[config.mk]
export PLATFORM = sky130hd
export DESIGN_NAME = ps2_arrow_decoder_flat
export DESIGN_NICKNAME = d
export VERILOG_FILES = /design/src/rtl/ps2_arrow_decoder_if.sv /design/src/rtl/ps2_arrow_decoder.sv /design/src/flat_wrapper.sv
export SDC_FILE = /design/constraint.sdc
export NUM_CORES = 1
export LEC_CHECK = 0
export CAP_MARGIN = 15
export CELL_PAD_IN_SITES_DETAIL_PLACEMENT = 1
export CELL_PAD_IN_SITES_GLOBAL_PLACEMENT = 1
export CORE_MARGIN = 8
export CORE_UTILIZATION = 44
export DETAILED_ROUTE_END_ITERATION = 16
export PLACE_DENSITY_LB_ADDON = 0.1
export SLEW_MARGIN = 10
export SYNTH_ARGS = -nofsm -noshare
export SYNTH_HDL_FRONTEND = slang
export SYNTH_SLANG_ARGS = --single-unit
[constraint.sdc]
create_clock -name pclk -period 2.6 [get_ports pclk]
set_clock_uncertainty 0.15 [all_clocks]
set_input_delay 0.26 -clock pclk [delete_from_list [all_inputs] [get_ports pclk]]
set_output_delay 0.26 -clock pclk [all_outputs]
set_load 0.02 [all_outputs]
[src/rtl/ps2_arrow_decoder_if.sv]
// ps2_arrow_decoder_if
//   Groups the PS/2 line inputs and the decoded outputs of ps2_arrow_decoder.
//   The design side binds to the slave modport. The keyboard/consumer side
//   binds to the master modport.
//   Signals:
//     ps2_clk    raw PS/2 clock line (asynchronous to pclk)
//     ps2_data   raw PS/2 data line (asynchronous to pclk)
//     key        held-arrow mask {right, left, down, up}
//     byte_valid one-cycle pulse per accepted frame
//     rx_byte    last accepted byte
//     frame_err  one-cycle pulse on parity/stop/timeout error
interface ps2_arrow_decoder_if;
  logic       ps2_clk;
  logic       ps2_data;
  logic [3:0] key;
  logic       byte_valid;
  logic [7:0] rx_byte;
  logic       frame_err;

  modport master (
    output ps2_clk,
    output ps2_data,
    input  key,
    input  byte_valid,
    input  rx_byte,
    input  frame_err
  );

  modport slave (
    input  ps2_clk,
    input  ps2_data,
    output key,
    output byte_valid,
    output rx_byte,
    output frame_err
  );
endinterface

[src/rtl/ps2_arrow_decoder.sv]
// ps2_arrow_decoder
//   Receives PS/2 keyboard frames and keeps a registered mask of the arrow
//   keys currently held (bit0 up, bit1 down, bit2 left, bit3 right).
//   Ports:
//     pclk  system clock, all logic on its rising edge
//     rst   synchronous active-high reset
//     bus   ps2_arrow_decoder_if.slave: ps2_clk/ps2_data in,
//           key/byte_valid/rx_byte/frame_err out (all outputs registered)
//   Parameters:
//     FILTER_LEN      equal synchronized samples needed to move the filtered clock
//     TIMEOUT_CYCLES  pclk cycles without a falling edge before a frame is aborted
module ps2_arrow_decoder #(
  parameter int FILTER_LEN     = 8,
  parameter int TIMEOUT_CYCLES = 65000
) (
  input logic                pclk,
  input logic                rst,
  ps2_arrow_decoder_if.slave bus
);

  localparam int FILT_W = (FILTER_LEN < 2) ? 1 : $clog2(FILTER_LEN + 1);
  localparam int TMO_W  = $clog2(TIMEOUT_CYCLES + 1);
  localparam logic [FILT_W-1:0] FILT_LAST = FILT_W'(FILTER_LEN - 1);
  localparam logic [TMO_W-1:0]  TMO_LAST  = TMO_W'(TIMEOUT_CYCLES - 1);
  localparam logic [7:0] CODE_EXT = 8'hE0;
  localparam logic [7:0] CODE_BRK = 8'hF0;

  typedef enum logic [1:0] {RX_IDLE, RX_DATA, RX_PARITY, RX_STOP} rx_state_t;
  typedef enum logic [1:0] {SC_IDLE, SC_EXT, SC_BRK, SC_EXT_BRK} sc_state_t;

  // Odd parity holds when data plus parity bit contain an odd number of ones.
  function automatic logic odd_parity_ok(input logic [7:0] data, input logic par);
    return ^{data, par};
  endfunction

  // Mask bit for an extended arrow code, zero for anything else.
  function automatic logic [3:0] arrow_mask(input logic [7:0] code);
    logic [3:0] m;
    case (code)
      8'h75:   m = 4'b0001;
      8'h72:   m = 4'b0010;
      8'h6B:   m = 4'b0100;
      8'h74:   m = 4'b1000;
      default: m = 4'b0000;
    endcase
    return m;
  endfunction

  // BAT pass/fail and overrun codes wipe the key state from any prefix state.
  function automatic logic is_clear_code(input logic [7:0] code);
    logic c;
    case (code)
      8'hAA, 8'hFC, 8'h00, 8'hFF: c = 1'b1;
      default:                    c = 1'b0;
    endcase
    return c;
  endfunction

  logic [1:0]        clk_sync_r;
  logic [1:0]        data_sync_r;
  logic              clk_filt_r;
  logic [FILT_W-1:0] filt_cnt_r;
  logic [FILT_W-1:0] filt_cnt_next_s;
  logic              filt_flip_s;
  logic              fall_r;
  logic              data_s;

  rx_state_t         rx_state_r;
  rx_state_t         rx_next_s;
  logic [2:0]        bit_cnt_r;
  logic [2:0]        bit_cnt_next_s;
  logic [7:0]        shift_r;
  logic [7:0]        shift_next_s;
  logic              par_r;
  logic              par_next_s;
  logic [TMO_W-1:0]  tmo_cnt_r;
  logic [TMO_W-1:0]  tmo_next_s;
  logic              accept_s;
  logic              err_s;

  sc_state_t         sc_state_r;
  sc_state_t         sc_next_s;
  logic [3:0]        key_r;
  logic [3:0]        key_next_s;
  logic              byte_valid_r;
  logic              frame_err_r;
  logic [7:0]        rx_byte_r;

  assign data_s = data_sync_r[1];

  // Two-flop synchronizers for both raw PS/2 lines; idle level is high.
  always_ff @(posedge pclk) begin
    if (rst) begin
      clk_sync_r  <= 2'b11;
      data_sync_r <= 2'b11;
    end else begin
      clk_sync_r  <= {clk_sync_r[0], bus.ps2_clk};
      data_sync_r <= {data_sync_r[0], bus.ps2_data};
    end
  end

  // Run-length filter: the filtered level flips on the FILTER_LEN-th
  // consecutive sample that disagrees with it; any agreeing sample restarts.
  always_comb begin
    filt_flip_s     = 1'b0;
    filt_cnt_next_s = {FILT_W{1'b0}};
    if (clk_sync_r[1] == clk_filt_r) begin
      filt_cnt_next_s = {FILT_W{1'b0}};
    end else if (filt_cnt_r == FILT_LAST) begin
      filt_flip_s     = 1'b1;
      filt_cnt_next_s = {FILT_W{1'b0}};
    end else begin
      filt_cnt_next_s = filt_cnt_r + FILT_W'(1);
    end
  end

  // Filtered clock level, run counter, and the one-cycle fall strobe.
  always_ff @(posedge pclk) begin
    if (rst) begin
      clk_filt_r <= 1'b1;
      filt_cnt_r <= {FILT_W{1'b0}};
      fall_r     <= 1'b0;
    end else begin
      clk_filt_r <= clk_filt_r ^ filt_flip_s;
      filt_cnt_r <= filt_cnt_next_s;
      fall_r     <= filt_flip_s & clk_filt_r;
    end
  end

  // Frame receiver next-state: start, 8 data bits LSB first, parity, stop.
  // The timeout overlay is applied last so that a fall in the same cycle wins.
  always_comb begin
    rx_next_s      = rx_state_r;
    bit_cnt_next_s = bit_cnt_r;
    shift_next_s   = shift_r;
    par_next_s     = par_r;
    tmo_next_s     = {TMO_W{1'b0}};
    accept_s       = 1'b0;
    err_s          = 1'b0;
    case (rx_state_r)
      RX_IDLE: begin
        if (fall_r && !data_s) begin
          rx_next_s      = RX_DATA;
          bit_cnt_next_s = 3'd0;
        end else begin
          rx_next_s = RX_IDLE;
        end
      end
      RX_DATA: begin
        if (fall_r) begin
          shift_next_s = {data_s, shift_r[7:1]};
          if (bit_cnt_r == 3'd7) begin
            rx_next_s = RX_PARITY;
          end else begin
            bit_cnt_next_s = bit_cnt_r + 3'd1;
          end
        end else begin
          rx_next_s = RX_DATA;
        end
      end
      RX_PARITY: begin
        if (fall_r) begin
          par_next_s = data_s;
          rx_next_s  = RX_STOP;
        end else begin
          rx_next_s = RX_PARITY;
        end
      end
      RX_STOP: begin
        if (fall_r) begin
          rx_next_s = RX_IDLE;
          if (data_s && odd_parity_ok(shift_r, par_r)) begin
            accept_s = 1'b1;
          end else begin
            err_s = 1'b1;
          end
        end else begin
          rx_next_s = RX_STOP;
        end
      end
      default: begin
        rx_next_s = RX_IDLE;
      end
    endcase

    if (rx_state_r == RX_IDLE) begin
      tmo_next_s = {TMO_W{1'b0}};
    end else if (fall_r) begin
      tmo_next_s = {TMO_W{1'b0}};
    end else if (tmo_cnt_r == TMO_LAST) begin
      tmo_next_s = {TMO_W{1'b0}};
      rx_next_s  = RX_IDLE;
      err_s      = 1'b1;
    end else begin
      tmo_next_s = tmo_cnt_r + TMO_W'(1);
    end
  end

  // Frame receiver state and datapath registers.
  always_ff @(posedge pclk) begin
    if (rst) begin
      rx_state_r <= RX_IDLE;
      bit_cnt_r  <= 3'd0;
      shift_r    <= 8'h00;
      par_r      <= 1'b0;
      tmo_cnt_r  <= {TMO_W{1'b0}};
    end else begin
      rx_state_r <= rx_next_s;
      bit_cnt_r  <= bit_cnt_next_s;
      shift_r    <= shift_next_s;
      par_r      <= par_next_s;
      tmo_cnt_r  <= tmo_next_s;
    end
  end

  // Scan-code decoder: tracks E0/F0 prefixes and updates the key mask on
  // the accepted byte itself, so key moves together with byte_valid.
  always_comb begin
    sc_next_s  = sc_state_r;
    key_next_s = key_r;
    if (accept_s) begin
      if (is_clear_code(shift_r)) begin
        key_next_s = 4'b0000;
        sc_next_s  = SC_IDLE;
      end else begin
        case (sc_state_r)
          SC_IDLE: begin
            if (shift_r == CODE_EXT) begin
              sc_next_s = SC_EXT;
            end else if (shift_r == CODE_BRK) begin
              sc_next_s = SC_BRK;
            end else begin
              sc_next_s = SC_IDLE;
            end
          end
          SC_EXT: begin
            if (shift_r == CODE_BRK) begin
              sc_next_s = SC_EXT_BRK;
            end else begin
              key_next_s = key_r | arrow_mask(shift_r);
              sc_next_s  = SC_IDLE;
            end
          end
          SC_EXT_BRK: begin
            key_next_s = key_r & ~arrow_mask(shift_r);
            sc_next_s  = SC_IDLE;
          end
          SC_BRK: begin
            sc_next_s = SC_IDLE;
          end
          default: begin
            sc_next_s = SC_IDLE;
          end
        endcase
      end
    end else if (err_s) begin
      // A broken frame drops any pending prefix but keeps the held keys.
      sc_next_s = SC_IDLE;
    end else begin
      sc_next_s = sc_state_r;
    end
  end

  // Scan-code state plus the registered outputs.
  always_ff @(posedge pclk) begin
    if (rst) begin
      sc_state_r   <= SC_IDLE;
      key_r        <= 4'b0000;
      byte_valid_r <= 1'b0;
      frame_err_r  <= 1'b0;
      rx_byte_r    <= 8'h00;
    end else begin
      sc_state_r   <= sc_next_s;
      key_r        <= key_next_s;
      byte_valid_r <= accept_s;
      frame_err_r  <= err_s;
      rx_byte_r    <= accept_s ? shift_r : rx_byte_r;
    end
  end

  assign bus.key        = key_r;
  assign bus.byte_valid = byte_valid_r;
  assign bus.rx_byte    = rx_byte_r;
  assign bus.frame_err  = frame_err_r;

endmodule

[src/flat_wrapper.sv]
// flat-port wrapper written by rule: the top's interface ports become plain ports
module ps2_arrow_decoder_flat 
#(
  parameter int FILTER_LEN     = 8,
  parameter int TIMEOUT_CYCLES = 65000
)
  (pclk, rst, bus_ps2_clk, bus_ps2_data, bus_key, bus_byte_valid, bus_rx_byte, bus_frame_err);
  ps2_arrow_decoder_if bus_i ();
  input logic pclk;
  input logic rst;
  input wire logic [$bits(bus_i.ps2_clk)-1:0] bus_ps2_clk;
  input wire logic [$bits(bus_i.ps2_data)-1:0] bus_ps2_data;
  output wire logic [$bits(bus_i.key)-1:0] bus_key;
  output wire logic [$bits(bus_i.byte_valid)-1:0] bus_byte_valid;
  output wire logic [$bits(bus_i.rx_byte)-1:0] bus_rx_byte;
  output wire logic [$bits(bus_i.frame_err)-1:0] bus_frame_err;
  assign bus_i.ps2_clk = bus_ps2_clk;
  assign bus_i.ps2_data = bus_ps2_data;
  assign bus_key = bus_i.key;
  assign bus_byte_valid = bus_i.byte_valid;
  assign bus_rx_byte = bus_i.rx_byte;
  assign bus_frame_err = bus_i.frame_err;
  ps2_arrow_decoder #(.FILTER_LEN(FILTER_LEN), .TIMEOUT_CYCLES(TIMEOUT_CYCLES)) u_core (.pclk(pclk), .rst(rst), .bus(bus_i));
endmodule
==> flow_summary.toml <==
[floorplan]
die_w_um = 92.46
core_region_area_um2 = 5781
dieArea_um2 = 8549
initial_core_util = 0.4450
die_h_um = 92.46
boundaryPins = 18
rows = 28

[sta]
finalSetupViolations = 0
setup-tns-final_ns = 0
tightestPinTransition_ns = 0.5931
fmax_mhz = 420.1
drv_slew = 0
rsz0062_at_grt = "no"
setup_slack_ns = 0.2197
hold_viol_final = 0
maxSlewHeadroom = 0.6022
final.min_clock_period_ns = 2.380
post-route-period-util = 0.9155

[layout]
fin_cells = 376
drive_above_1_share = 0.1096
synthToLayoutAreaGrowth_pct = 11.87
nNetsFinal = 308
antenna_cells = 0
stdcell_area_um2 = 2878

[setup_path]
critical_path_required_ns = 2.67
cp_max_fo = 11
worstSetupPathType = "flop to flop"
cp-start-kind = "flop"
cp_data_arrival_time_ns = 2.46
path_cells = "or3b_4 -> o31a_1 -> a211oi_1 -> a2111oi_1 -> a32o_2"
end_kind = "flop"
slowest_delay_ns = 0.56
slowest_stage = "dfxtp_1"

[route]
avgViaCountPerCell = 5.322
drc = 0
wl_per_cell_um = 14.78
via_count = 2001
wl_mm = 5.557
drtAntennaViolNets = 0
first_pass_iters = 4
drt_iter0_drc = 72

[outcome]
status = "complete, no violations"

[logic_synthesis]
synth.avg_cell_area_um2 = 8.932
async_flop_share = 0
synthCells = 288
synthDistinctLibCells = 52
ys_warn_count = 0
yosys-top-cells-area = "dfxtp_1 44%, nor2_1 5.3%, nand2_1 5.1%"
synth.most_common_cell = "dfxtp_1"
ys_seq_area_frac = 0.4358
synthFlopType = "dfxtp_1"
synth_edf_count = 0
syn_area_um2 = 2572
synth_fp_nets = 296
ys_ff_latch = 56
synthTopCellsByCount = "56 x dfxtp_1, 36 x nor2_1, 35 x nand2_1"
synth.top_cell.area_share = 0.4358
synth_top_area_cell = "dfxtp_1"

[clock_network]
post-cts-setup-buffers = 0
clockBufferDepth = 2
cts_tree = "yes"
hold_buffers = 0
clkSlewWorstSetupHoldPaths_ns = 0.11
clock_sinks = 56
clk-insertion-delay-late_ns = 0.32
cts.repair.resized = 0
htreeDepth = 2
cts_buffers = 5
cts_root_buffer = "clkbuf_8"

[power_and_ir_drop]
vdd_ir_drop_max_uv = 315.8
leakagePower_nw = 1.006
p_per_area_nw_per_um2 = 479.1
power.total_mw = 1.379

[placed_design]
hpwl_mm = 3.927
port_buffers = 17
place_inst = 368
pre_cts_slack_ns = 0.2474
gp_congestion = 0.7747
postPlaceCellArea_um2 = 2785

[global_route]
grt_max_degree = 20
grt_pass1_wl_mm = 9.742
grt_overflow = 0
antenna_found_initial = 0
grt_pass1_vias = 2018
track_usage = 0.1388

[run]
max_cap_violations = 0

[worst_hold_path]
hp-class = "flop to flop"
-- critical path, delay by kind of cell, from the launching register on --
| family | cells | cell delay [ns] |
|---|---|---|
| AO/OA/AOI/OAI | 4 | 1.14 |
| flip-flops | 1 | 0.56 |
| AND/OR/NAND/NOR | 1 | 0.44 |
-- power breakdown --
group          internal [mW]  switching, mW
logic                0.00902         0.0120
registers              0.861        0.00217
clock network          0.192          0.303
total                   1.06          0.318
-- metal layers --
metal | vias up | share of wire | routed length [µm] | GRT usage
li1 | 1018 | - | - | -
met1 | 957 | 0.48 | 2672 | 0.1735
met2 | 18 | 0.47 | 2627 | 0.2288
met3 | 8 | 0.032 | 180 | 0.02994
met4 | 0 | 0.014 | 77 | 0.05101
met5 | - | 0 | 0 | 0
-- sequential cells by signal, indices dropped and copies added (netlist names), named ones only --
signal / cells
u_core.par_r: 1
u_core.rx_state_r: 2
u_core.data_sync_r: 2
u_core.filt_cnt_r: 4
u_core.clk_sync_r: 2
u_core.bus.key: 4
u_core.fall_r: 1
u_core.tmo_cnt_r: 16
u_core.bus.frame_err: 1
u_core.bus.rx_byte: 8
u_core.shift_r: 8
u_core.bus.byte_valid: 1
u_core.sc_state_r: 2
u_core.bit_cnt_r: 3
-- cells in the final DEF, fill, tap and decap left out, types with 4 or more instances in the layout --
cell,n
xor2_1,7
xnor2_1,11
dfxtp_1,56
nor2_1,36
and3_1,5
buf_4,6
nand3_1,11
nand2_1,35
nor3_1,7
ha_1,4
clkdlybuf4s50_1,17
or2_2,7
nand2b_1,4
mux2i_1,11
clkbuf_8,5
nor4_1,5
nand4_1,7
a21oi_1,18
nor2b_1,4
a211oi_1,4
-- stage by stage --
stage / utilization / hold slack (ns)
floorplan: - / 0.2138
global placement: 0.4818 / 0.2475
detailed placement: 0.4818 / 0.2461
CTS: 0.4978 / 0.2759
global route: 0.4978 / 0.2827
finish: 0.4978 / 0.2701
-- layout make-up --
class	count	area, µm²
fillers	694	2903
multi-input cells	211	1344
flip-flops and latches	56	1121
repair buffers	23	215.2
well taps	75	93.84
clock buffers	5	68.82
clock inverters	3	23.77
inverters	3	11.26
-- path summary, 6_finish.rpt --
kind	from	endpoint	slack, ns	cells past startpoint
worst max-delay path	u_core.shift_r[7]	u_core.bus.key[1]	0.22	5
worst min-delay path	u_core.data_sync_r[0]	u_core.data_sync_r[1]	0.27	1
worst max register to register	u_core.shift_r[7]	u_core.bus.key[1]	0.22	5
worst min register to register	u_core.data_sync_r[0]	u_core.data_sync_r[1]	0.27	1
-- logic make-up after synthesis --
kind of cell / count (synthesis) / share of synthesized area
and+or+nand+nor: 137 / 0.2699
buffers and inverters: 21 / 0.04183
adders and majority gates: 4 / 0.01946
AOI/OAI and AO/OA: 36 / 0.08950
DFF: 56 / 0.4358
xor gates and xnor gates: 21 / 0.08609
muxes: 13 / 0.05739
Power figures use the tool's default switching activity.
